**src/rtl/bp_be_late_wb_arbiter.sv**
```systemverilog
// Late writeback arbiter: per-producer FIFOs feeding the scheduler's single late writeback port,
// with grant lock until consumed and starvation force. Define BP_BE_LATE_WB_FIXED_PRIO_EN for fixed priority.
module bp_be_late_wb_arbiter #(
  parameter int num_src_p      = 3,
  parameter int els_p          = 2,
  parameter int starve_limit_p = 16,
  parameter int wb_pkt_width_p = 64
) (
  input  logic                                clk_i,
  input  logic                                reset_i,
  input  logic [num_src_p*wb_pkt_width_p-1:0] src_pkt_i,
  input  logic [num_src_p-1:0]                src_v_i,
  output logic [num_src_p-1:0]                src_ready_and_o,
  output logic [wb_pkt_width_p-1:0]           late_wb_pkt_o,
  output logic                                late_wb_v_o,
  output logic                                late_wb_force_o,
  input  logic                                late_wb_yumi_i
);

  localparam int idx_w_lp = (num_src_p > 1) ? $clog2(num_src_p) : 1;
  localparam int sum_w_lp = idx_w_lp + 1;
  localparam int ptr_w_lp = (els_p > 1) ? $clog2(els_p) : 1;
  localparam int cnt_w_lp = $clog2(els_p + 1);
  localparam int sc_w_lp  = (starve_limit_p > 0) ? $clog2(starve_limit_p + 1) : 1;
  localparam logic [sc_w_lp-1:0] starve_max_lp = sc_w_lp'(starve_limit_p);

  typedef enum logic {ST_IDLE, ST_LOCKED} state_t;

  logic [num_src_p-1:0][wb_pkt_width_p-1:0] w_head;
  logic [num_src_p-1:0]                     w_nonempty;
  logic [num_src_p-1:0]                     w_pop;
  logic [idx_w_lp-1:0]                      w_sel;
  logic [idx_w_lp-1:0]                      w_win;
  logic                                     w_take;
  logic                                     w_starved;

  state_t              r_state;
  logic [idx_w_lp-1:0] r_lock_idx;
  logic [sc_w_lp-1:0]  r_starve_cnt;

  for (genvar gi = 0; gi < num_src_p; gi++) begin : g_src
    localparam logic [ptr_w_lp-1:0] last_ptr_lp = ptr_w_lp'(els_p - 1);
    localparam logic [cnt_w_lp-1:0] full_cnt_lp = cnt_w_lp'(els_p);

    logic [wb_pkt_width_p-1:0] r_mem [els_p];
    logic [ptr_w_lp-1:0]       r_rptr;
    logic [ptr_w_lp-1:0]       r_wptr;
    logic [cnt_w_lp-1:0]       r_cnt;
    logic                      w_enq;

    // Ready looks only at the stored count, so it never depends on yumi.
    assign src_ready_and_o[gi] = (r_cnt != full_cnt_lp);
    assign w_enq               = src_v_i[gi] & src_ready_and_o[gi];
    assign w_pop[gi]           = w_take & (w_win == idx_w_lp'(gi));
    assign w_nonempty[gi]      = (r_cnt != '0);
    assign w_head[gi]          = r_mem[r_rptr];

    always_ff @(posedge clk_i or posedge reset_i) begin
      if (reset_i) begin
        r_rptr <= '0;
        r_wptr <= '0;
        r_cnt  <= '0;
      end else begin
        if (w_enq) begin
          r_wptr <= (r_wptr == last_ptr_lp) ? '0 : r_wptr + 1'b1;
        end
        if (w_pop[gi]) begin
          r_rptr <= (r_rptr == last_ptr_lp) ? '0 : r_rptr + 1'b1;
        end
        if (w_enq & ~w_pop[gi]) begin
          r_cnt <= r_cnt + 1'b1;
        end else if (~w_enq & w_pop[gi]) begin
          r_cnt <= r_cnt - 1'b1;
        end
      end
    end

    always_ff @(posedge clk_i) begin
      if (w_enq) begin
        r_mem[r_wptr] <= src_pkt_i[gi*wb_pkt_width_p +: wb_pkt_width_p];
      end
    end
  end

`ifdef BP_BE_LATE_WB_FIXED_PRIO_EN
  always_comb begin
    w_sel = '0;
    for (int k = num_src_p - 1; k >= 0; k--) begin
      if (w_nonempty[k]) begin
        w_sel = idx_w_lp'(k);
      end
    end
  end
`else
  logic [idx_w_lp-1:0]    r_rr;
  logic [2*num_src_p-1:0] w_rot;
  logic [sum_w_lp-1:0]    w_sum;
  logic [sum_w_lp-1:0]    w_win_inc;

  // Rotate so bit k of w_rot is source (rr + k) mod num_src_p; the lowest set k wins.
  assign w_rot     = {w_nonempty, w_nonempty} >> r_rr;
  assign w_win_inc = {1'b0, w_win} + 1'b1;

  always_comb begin
    w_sel = '0;
    w_sum = '0;
    for (int k = num_src_p - 1; k >= 0; k--) begin
      w_sum = {1'b0, r_rr} + sum_w_lp'(k);
      if (w_sum >= sum_w_lp'(num_src_p)) begin
        w_sum = w_sum - sum_w_lp'(num_src_p);
      end
      if (w_rot[k]) begin
        w_sel = w_sum[idx_w_lp-1:0];
      end
    end
  end

  always_ff @(posedge clk_i or posedge reset_i) begin
    if (reset_i) begin
      r_rr <= '0;
    end else if (w_take) begin
      r_rr <= (w_win_inc == sum_w_lp'(num_src_p)) ? '0 : w_win_inc[idx_w_lp-1:0];
    end
  end
`endif

  assign late_wb_v_o   = (r_state == ST_LOCKED) | (|w_nonempty);
  assign w_win         = (r_state == ST_LOCKED) ? r_lock_idx : w_sel;
  assign w_take        = late_wb_yumi_i & late_wb_v_o;
  assign late_wb_pkt_o = late_wb_v_o ? w_head[w_win] : '0;

  // Once presented and refused, the winner is held so the packet stays stable until taken.
  always_ff @(posedge clk_i or posedge reset_i) begin
    if (reset_i) begin
      r_state    <= ST_IDLE;
      r_lock_idx <= '0;
    end else if (w_take) begin
      r_state <= ST_IDLE;
    end else if (late_wb_v_o) begin
      r_state    <= ST_LOCKED;
      r_lock_idx <= w_win;
    end
  end

  always_ff @(posedge clk_i or posedge reset_i) begin
    if (reset_i) begin
      r_starve_cnt <= '0;
    end else if (w_take | ~late_wb_v_o) begin
      r_starve_cnt <= '0;
    end else if (r_starve_cnt != starve_max_lp) begin
      r_starve_cnt <= r_starve_cnt + 1'b1;
    end
  end

  if (starve_limit_p == 0) begin : g_force_always
    assign w_starved = 1'b1;
  end else begin : g_force_cnt
    assign w_starved = (r_starve_cnt >= starve_max_lp);
  end

  assign late_wb_force_o = late_wb_v_o & w_starved;

  yumi_needs_valid: assert property (@(posedge clk_i) disable iff (reset_i)
    late_wb_yumi_i |-> late_wb_v_o);

endmodule
```
**config.mk**
```make
export PLATFORM = sky130hd
export DESIGN_NAME = bp_be_late_wb_arbiter
export DESIGN_NICKNAME = d
export VERILOG_FILES = /design/src/rtl/bp_be_late_wb_arbiter.sv
export SDC_FILE = /design/constraint.sdc
export NUM_CORES = 1
export LEC_CHECK = 0
export BUFFER_PORTS_ARGS = -buffer_cell sky130_fd_sc_hd__buf_2
export CORE_MARGIN = 2
export CORE_UTILIZATION = 55
export CTS_CLUSTER_SIZE = 40
export DETAILED_ROUTE_END_ITERATION = 10
export PLACE_DENSITY = 0.78
export REMOVE_ABC_BUFFERS = 1
export SKIP_CTS_REPAIR_TIMING = 1
export SKIP_LAST_GASP = 1
export SYNTH_ARGS = -nofsm -noshare
export SYNTH_HDL_FRONTEND = slang
export SYNTH_SLANG_ARGS = --single-unit
```
**constraint.sdc**
```tcl
create_clock -name clk_i -period 5.8 [get_ports clk_i]
set_clock_uncertainty 0.15 [all_clocks]
set_input_delay 0.58 -clock clk_i [delete_from_list [all_inputs] [get_ports clk_i]]
set_output_delay 0.58 -clock clk_i [all_outputs]
set_load 0.05 [all_outputs]
```
==> results of run 1 <==
[critical path: stages, from the launching register on]
cell     delay (ns)
dfrtp_1        0.59
inv_1          0.19
ha_1           0.41
nand2_1        0.13
nor4_1         0.05
or3_1          0.37
nor3_2         0.44
or3_4          0.69
buf_4          0.43
o22ai_2        0.14
buf_2          0.26
[state kept, by name, indices dropped and copies added (netlist names)]
register / count
g_src.r_mem: 384
g_src.r_wptr: 3
r_rr: 2
g_src.r_rptr: 3
r_state: 1
g_src.r_cnt: 6
r_starve_cnt: 5
r_lock_idx: 2
[final timing paths]
path / start / to / slack (ns)
worst max-delay path: r_rr[0] / late_wb_pkt_o[20] / 0.80
worst min-delay path: reset_i / r_starve_cnt[4] / 0.08
worst max register to register: r_rr[0] / g_src[2].r_cnt[1] / 2.19
worst min register to register: r_lock_idx[0] / r_lock_idx[0] / 0.34
max in group asynchronous: reset_i / g_src[1].r_rptr / 4.78
min in group clk_i: src_pkt_i[168] / g_src[2].r_mem[0][40] / 0.09
[placed cells by master, fill, tap and decap left out, drive strengths merged, types with 5 or more instances in the layout]
cell type | synthesis | final
xnor2 | 9 | 9
diode | 0 | 8
nand2b | 7 | 7
buf | 22 | 277
edfxtp | 384 | 384
clkinv | 0 | 15
nand2 | 8 | 8
clkbuf | 26 | 50
inv | 12 | 13
o22ai | 67 | 67
ha | 7 | 7
o211ai | 5 | 5
mux2i | 193 | 193
nor2 | 16 | 16
o21ai | 10 | 10
dfrtp | 22 | 22
xor2 | 9 | 9
mux2 | 64 | 64
[cell families after synthesis]
family / share of synthesized area
multiplexers: 0.160
adder cells (fa/ha/maj): 0.00529
AND/OR/NAND/NOR: 0.0176
AO/OA/AOI/OAI: 0.0596
flip-flops: 0.729
buffers and inverters: 0.0187
XOR/XNOR: 0.00952
[metal layers]
metal  wire length (µm)  track usage
met4                954       0.0683
met2              17800        0.386
met5                 44            0
met3               2540       0.0508
met1              13900        0.274
[cell type report]
cell class	count	area share
Inverter	12	0.00230
Antenna cell	8	0.00102
Sequential cell	406	0.619
Tap cell	390	0.0250
Clock buffer	50	0.0531
Multi-Input combinational cell	433	0.216
Timing Repair Buffer	277	0.0730
Clock inverter	20	0.0105
[per-stage QoR]
stage,setup WS [ns],util,hold slack (ns),TNS [ns],instances
2_1_floorplan,-1.60,-,0.291,-72.29,851
3_3_place_gp,1.56,0.617,0.308,0,1518
3_5_place_dp,1.43,0.617,0.317,0,1518
4_1_cts,0.854,0.659,0.0642,0,1588
5_1_grt,0.592,0.659,0.0666,0,1591
6_report,0.805,0.659,0.0825,0,1596
==> results_dict.tcl, run 1 <==
set metrics [dict create \
    outcome "completed" \
    yosysMostFrequentCell "edfxtp_1" \
    clk_path_buf_depth 3 \
    placeableCoreArea_um2 29600 \
    max_cap_violations 0 \
    rsz0062_at_grt "false" \
    drt_iter0_drc 824 \
    cp.arrival_ns 4.27 \
    grt_max_degree 65 \
    vias 8962 \
    dieArea_um2 31500 \
    hold_viol_final 0 \
    synth_top_area_share 0.696 \
    ys_seq_area_frac 0.729 \
    yosys.area.top_type "edfxtp_1" \
    fin_crit_sh 0.861 \
    die_width_um 178 \
    antenna_found_initial 11 \
    reg2reg_depth 12 \
    initial_core_util 0.559 \
    htreeDepth 2 \
    synth.distinct_cells 43 \
    clk_pin_slew_ns 0.06 \
    yosys_warnings 0 \
    final_area_um2 19500 \
    cts_tree "built" \
    cts-root-buf "clkbuf_16" \
    drive_above_1_share 0.388 \
    grt.total_usage 0.221 \
    crit_type "register to primary output" \
    ys_ff_latch 406 \
    synthesis.area_um2 16600 \
    cts_sinks 406 \
    startpoint_type "register" \
    max_freq_mhz 200 \
    syn_inst 899 \
    grt_overflow 0 \
    post_dp_cell_area_um2 18300 \
    async_flop_share 0.0542 \
    grt_pass1_wl_mm 51.7 \
    io_buffers 266 \
    wl_per_cell_um 22.0 \
    final-max-slew-violation-count 0 \
    yosys-top-cells-area "edfxtp_1 70%, mux2i_1 12%, o22ai_2 4.5%" \
    path_max_fanout 33 \
    timing.final.crit_period_ns 5.00 \
    fill_cells 2049 \
    fp-row-count 63 \
    synth.top_cells.by_count "384 x edfxtp_1, 193 x mux2i_1, 64 x mux2_2, 60 x o22ai_2, 26 x clkbuf_1" \
    routed_via_density 5.62 \
    hp-class "input pin to async pin" \
    drtPass1Iterations 5 \
    end_kind "primary output" \
    hpwlAfterDp_mm 22.0 \
    synth-edff-count 384 \
    postSynthAreaPerCell_um2 18.4 \
    synth_flop_cell "edfxtp_1" \
    seq_area_um2 12100 \
    drcViolationCount 0 \
    detail-route-antenna-nets 0 \
    die_h_um 178 \
    crit_required_ns 5.07 \
    clkLatencyLatePin_ns 0.52 \
    numCtsBuffers 40 \
    relSlewSlack 0.280 \
    io_pins 267 \
    setup_violations 0 \
    fin_nets 1375 \
    multiInputGateArea_um2 4230 \
    grt_pass1_vias 9192 \
    gp_congestion 0.854 \
    routed_wl_mm 35.2 \
    syn_to_final_growth_pct 18.0 \
    tightest_slew_ns 1.08 \
]
Power of run 1 is not shown: default switching activity piles up to over one toggle a cycle in this logic, so the estimate is an artifact.
==> inputs of run 2 (changes only) <==
--- a/config.mk
+++ b/config.mk
@@ -11,6 +11,7 @@
 export CTS_CLUSTER_SIZE = 40
 export DETAILED_ROUTE_END_ITERATION = 10
 export PLACE_DENSITY = 0.78
+export RECOVER_POWER = 50
 export REMOVE_ABC_BUFFERS = 1
 export SKIP_CTS_REPAIR_TIMING = 1
 export SKIP_LAST_GASP = 1
==> run 2 against run 1 <==
  * Highest routed layer unchanged
  * Sequential share of layout area is 0.42 points higher
  * Die area did not move
  * Critical path depth unchanged
  * The run now ends with max-capacitance violations, max-slew violations left
  * Hold slack worse by 0.0014 ns
  * Worst setup slack worse by 0.0044 ns
  * First-iteration DRC count increased by 2.7%
  * Register-to-register slack lost 0.31 ns
==> results_dict.tcl, run 2 (same netlist as run 1, synthesis figures left out) <==
set metrics [dict create \
    outcome "complete, but fails checks" \
    violations "max-capacitance violations, max-slew violations" \
    drive_above_1_share 0.306 \
    hold_ws_ns 0.0811 \
    crit_type "register to primary output" \
    antenna_found_initial 10 \
    end_kind "primary output" \
    fin_cells 1596 \
    syn_to_final_growth_pct 17.2 \
    clk_path_buf_depth 3 \
    cp.arrival_ns 4.27 \
    crit_path_max_incr_delay_ns 0.69 \
    wl_per_cell_um 22.0 \
    path_max_fanout 33 \
    grt_pass1_wl_mm 51.7 \
    io_pins 267 \
    hpwlAfterDp_mm 22.0 \
    max_freq_mhz 200 \
    top_regs "g_src.r_mem: 384 flops, g_src.r_cnt: 6 flops, r_starve_cnt: 5 flops" \
    seq_area_um2 12100 \
    rsz0062_at_grt "false" \
    worst_path_max_delay_cell "or3_4" \
    drcViolationCount 0 \
    wl_met1_mm 13.8 \
    routed_wl_mm 35.2 \
    initial_core_util 0.559 \
    fin_ws_ns 0.801 \
    tightest_slew_ns 3.56 \
    grt_overflow 0 \
    max_cap_violations 2 \
    wl_met2_mm 17.7 \
    detail-route-antenna-nets 0 \
    die_h_um 178 \
    layout_commonest_cell "edfxtp_1" \
    layout_common_cells "384 x edfxtp_1, 193 x mux2i_1, 169 x buf_2, 105 x clkbuf_1, 64 x mux2_2" \
    fin_nets 1375 \
    final_area_um2 19400 \
    clkLatencyLatePin_ns 0.52 \
    fp-row-count 63 \
    timing.final.crit_period_ns 5.00 \
    placeableCoreArea_um2 29600 \
    cts_tree "built" \
    grt_max_degree 65 \
    drt_iter0_drc 846 \
    die_width_um 178 \
    drtPass1Iterations 5 \
    fin_crit_sh 0.862 \
    clk_pin_slew_ns 0.06 \
    cts_sinks 406 \
    fill_cells 2102 \
    grt_pass1_vias 9192 \
    top_layer "met5" \
    relSlewSlack -1.37 \
    setup_violations 0 \
    numCtsBuffers 40 \
    path_delay_family "simple AND/OR/NAND/NOR gates" \
    hold_viol_final 0 \
    grt.total_usage 0.221 \
    startpoint_type "register" \
    multiInputGateArea_um2 4220 \
    vias 8997 \
    dr_wl_met3_mm 2.67 \
    path_cells "inv_1 > ha_1 > nand2_1 > nor4_1 > or3_1 > nor3_2 > or3_4 > buf_4 > o22ai_2 > buf_2" \
    post_dp_cell_area_um2 18300 \
    crit_required_ns 5.07 \
    dp.cells 1518 \
    hp-class "input pin to async pin" \
    gp_congestion 0.854 \
    path_buf_inv 3 \
    post-place-ws_ns 1.43 \
    top_register "g_src.r_mem" \
    cts-root-buf "clkbuf_16" \
    dieArea_um2 31500 \
    final-max-slew-violation-count 130 \
    largest_reg_flops 384 \
    routed_via_density 5.64 \
    io_buffers 266 \
    htreeDepth 2 \
]
run 2: changes by cell type in the layout (fill, tap and decap cells not counted), sizes merged:
cell	previous run	this run
buf	277	182
clkbuf	50	145
run 2: area by class of cell:
type / count / share of cell area
multi-input combinational: 433 / 0.217
inverter: 12 / 0.00232
clock buffer: 50 / 0.0535
tap: 390 / 0.0251
sequential: 406 / 0.623
clock inverter: 20 / 0.0106
antenna: 8 / 0.00103
timing repair buffer: 277 / 0.0672
run 2: final timing paths:
path	startpoint	end	slack [ns]	cells past startpoint
worst max-delay path	r_rr[0]	late_wb_pkt_o[20]	0.80	10
worst min-delay path	reset_i	r_starve_cnt[3]	0.08	2
worst max register to register	g_src[0].r_cnt[0]	g_src[0].r_mem[1][56]	1.88	2
worst min register to register	r_lock_idx[0]	r_lock_idx[0]	0.35	2
max in group asynchronous	reset_i	g_src[1].r_rptr	4.79	2
min in group clk_i	src_pkt_i[168]	g_src[2].r_mem[0][40]	0.09	1
run 2: metrics by stage:
| stage | setup TNS (ns) | utilization |
|---|---|---|
| 6_report | 0 | 0.655 |
| 5_1_grt | 0 | 0.655 |
| 4_1_cts | 0 | 0.659 |
| 3_5_place_dp | 0 | 0.617 |
| 3_3_place_gp | 0 | 0.617 |
| 2_1_floorplan | -72.29 | - |
run 2: worst reg2reg max path: cells and delay by family, from the launching register on:
family | cells | cell delay, ns
AND/OR/NAND/NOR | 2 | 2.80
flip-flops | 1 | 0.47
run 2: per-layer routing:
metal	global-route usage	vias up
li1	-	4115
met1	0.274	4450
met2	0.386	347
met3	0.0508	77
met4	0.0683	8
met5	0	-
Power of run 2 is left out for the same reason.
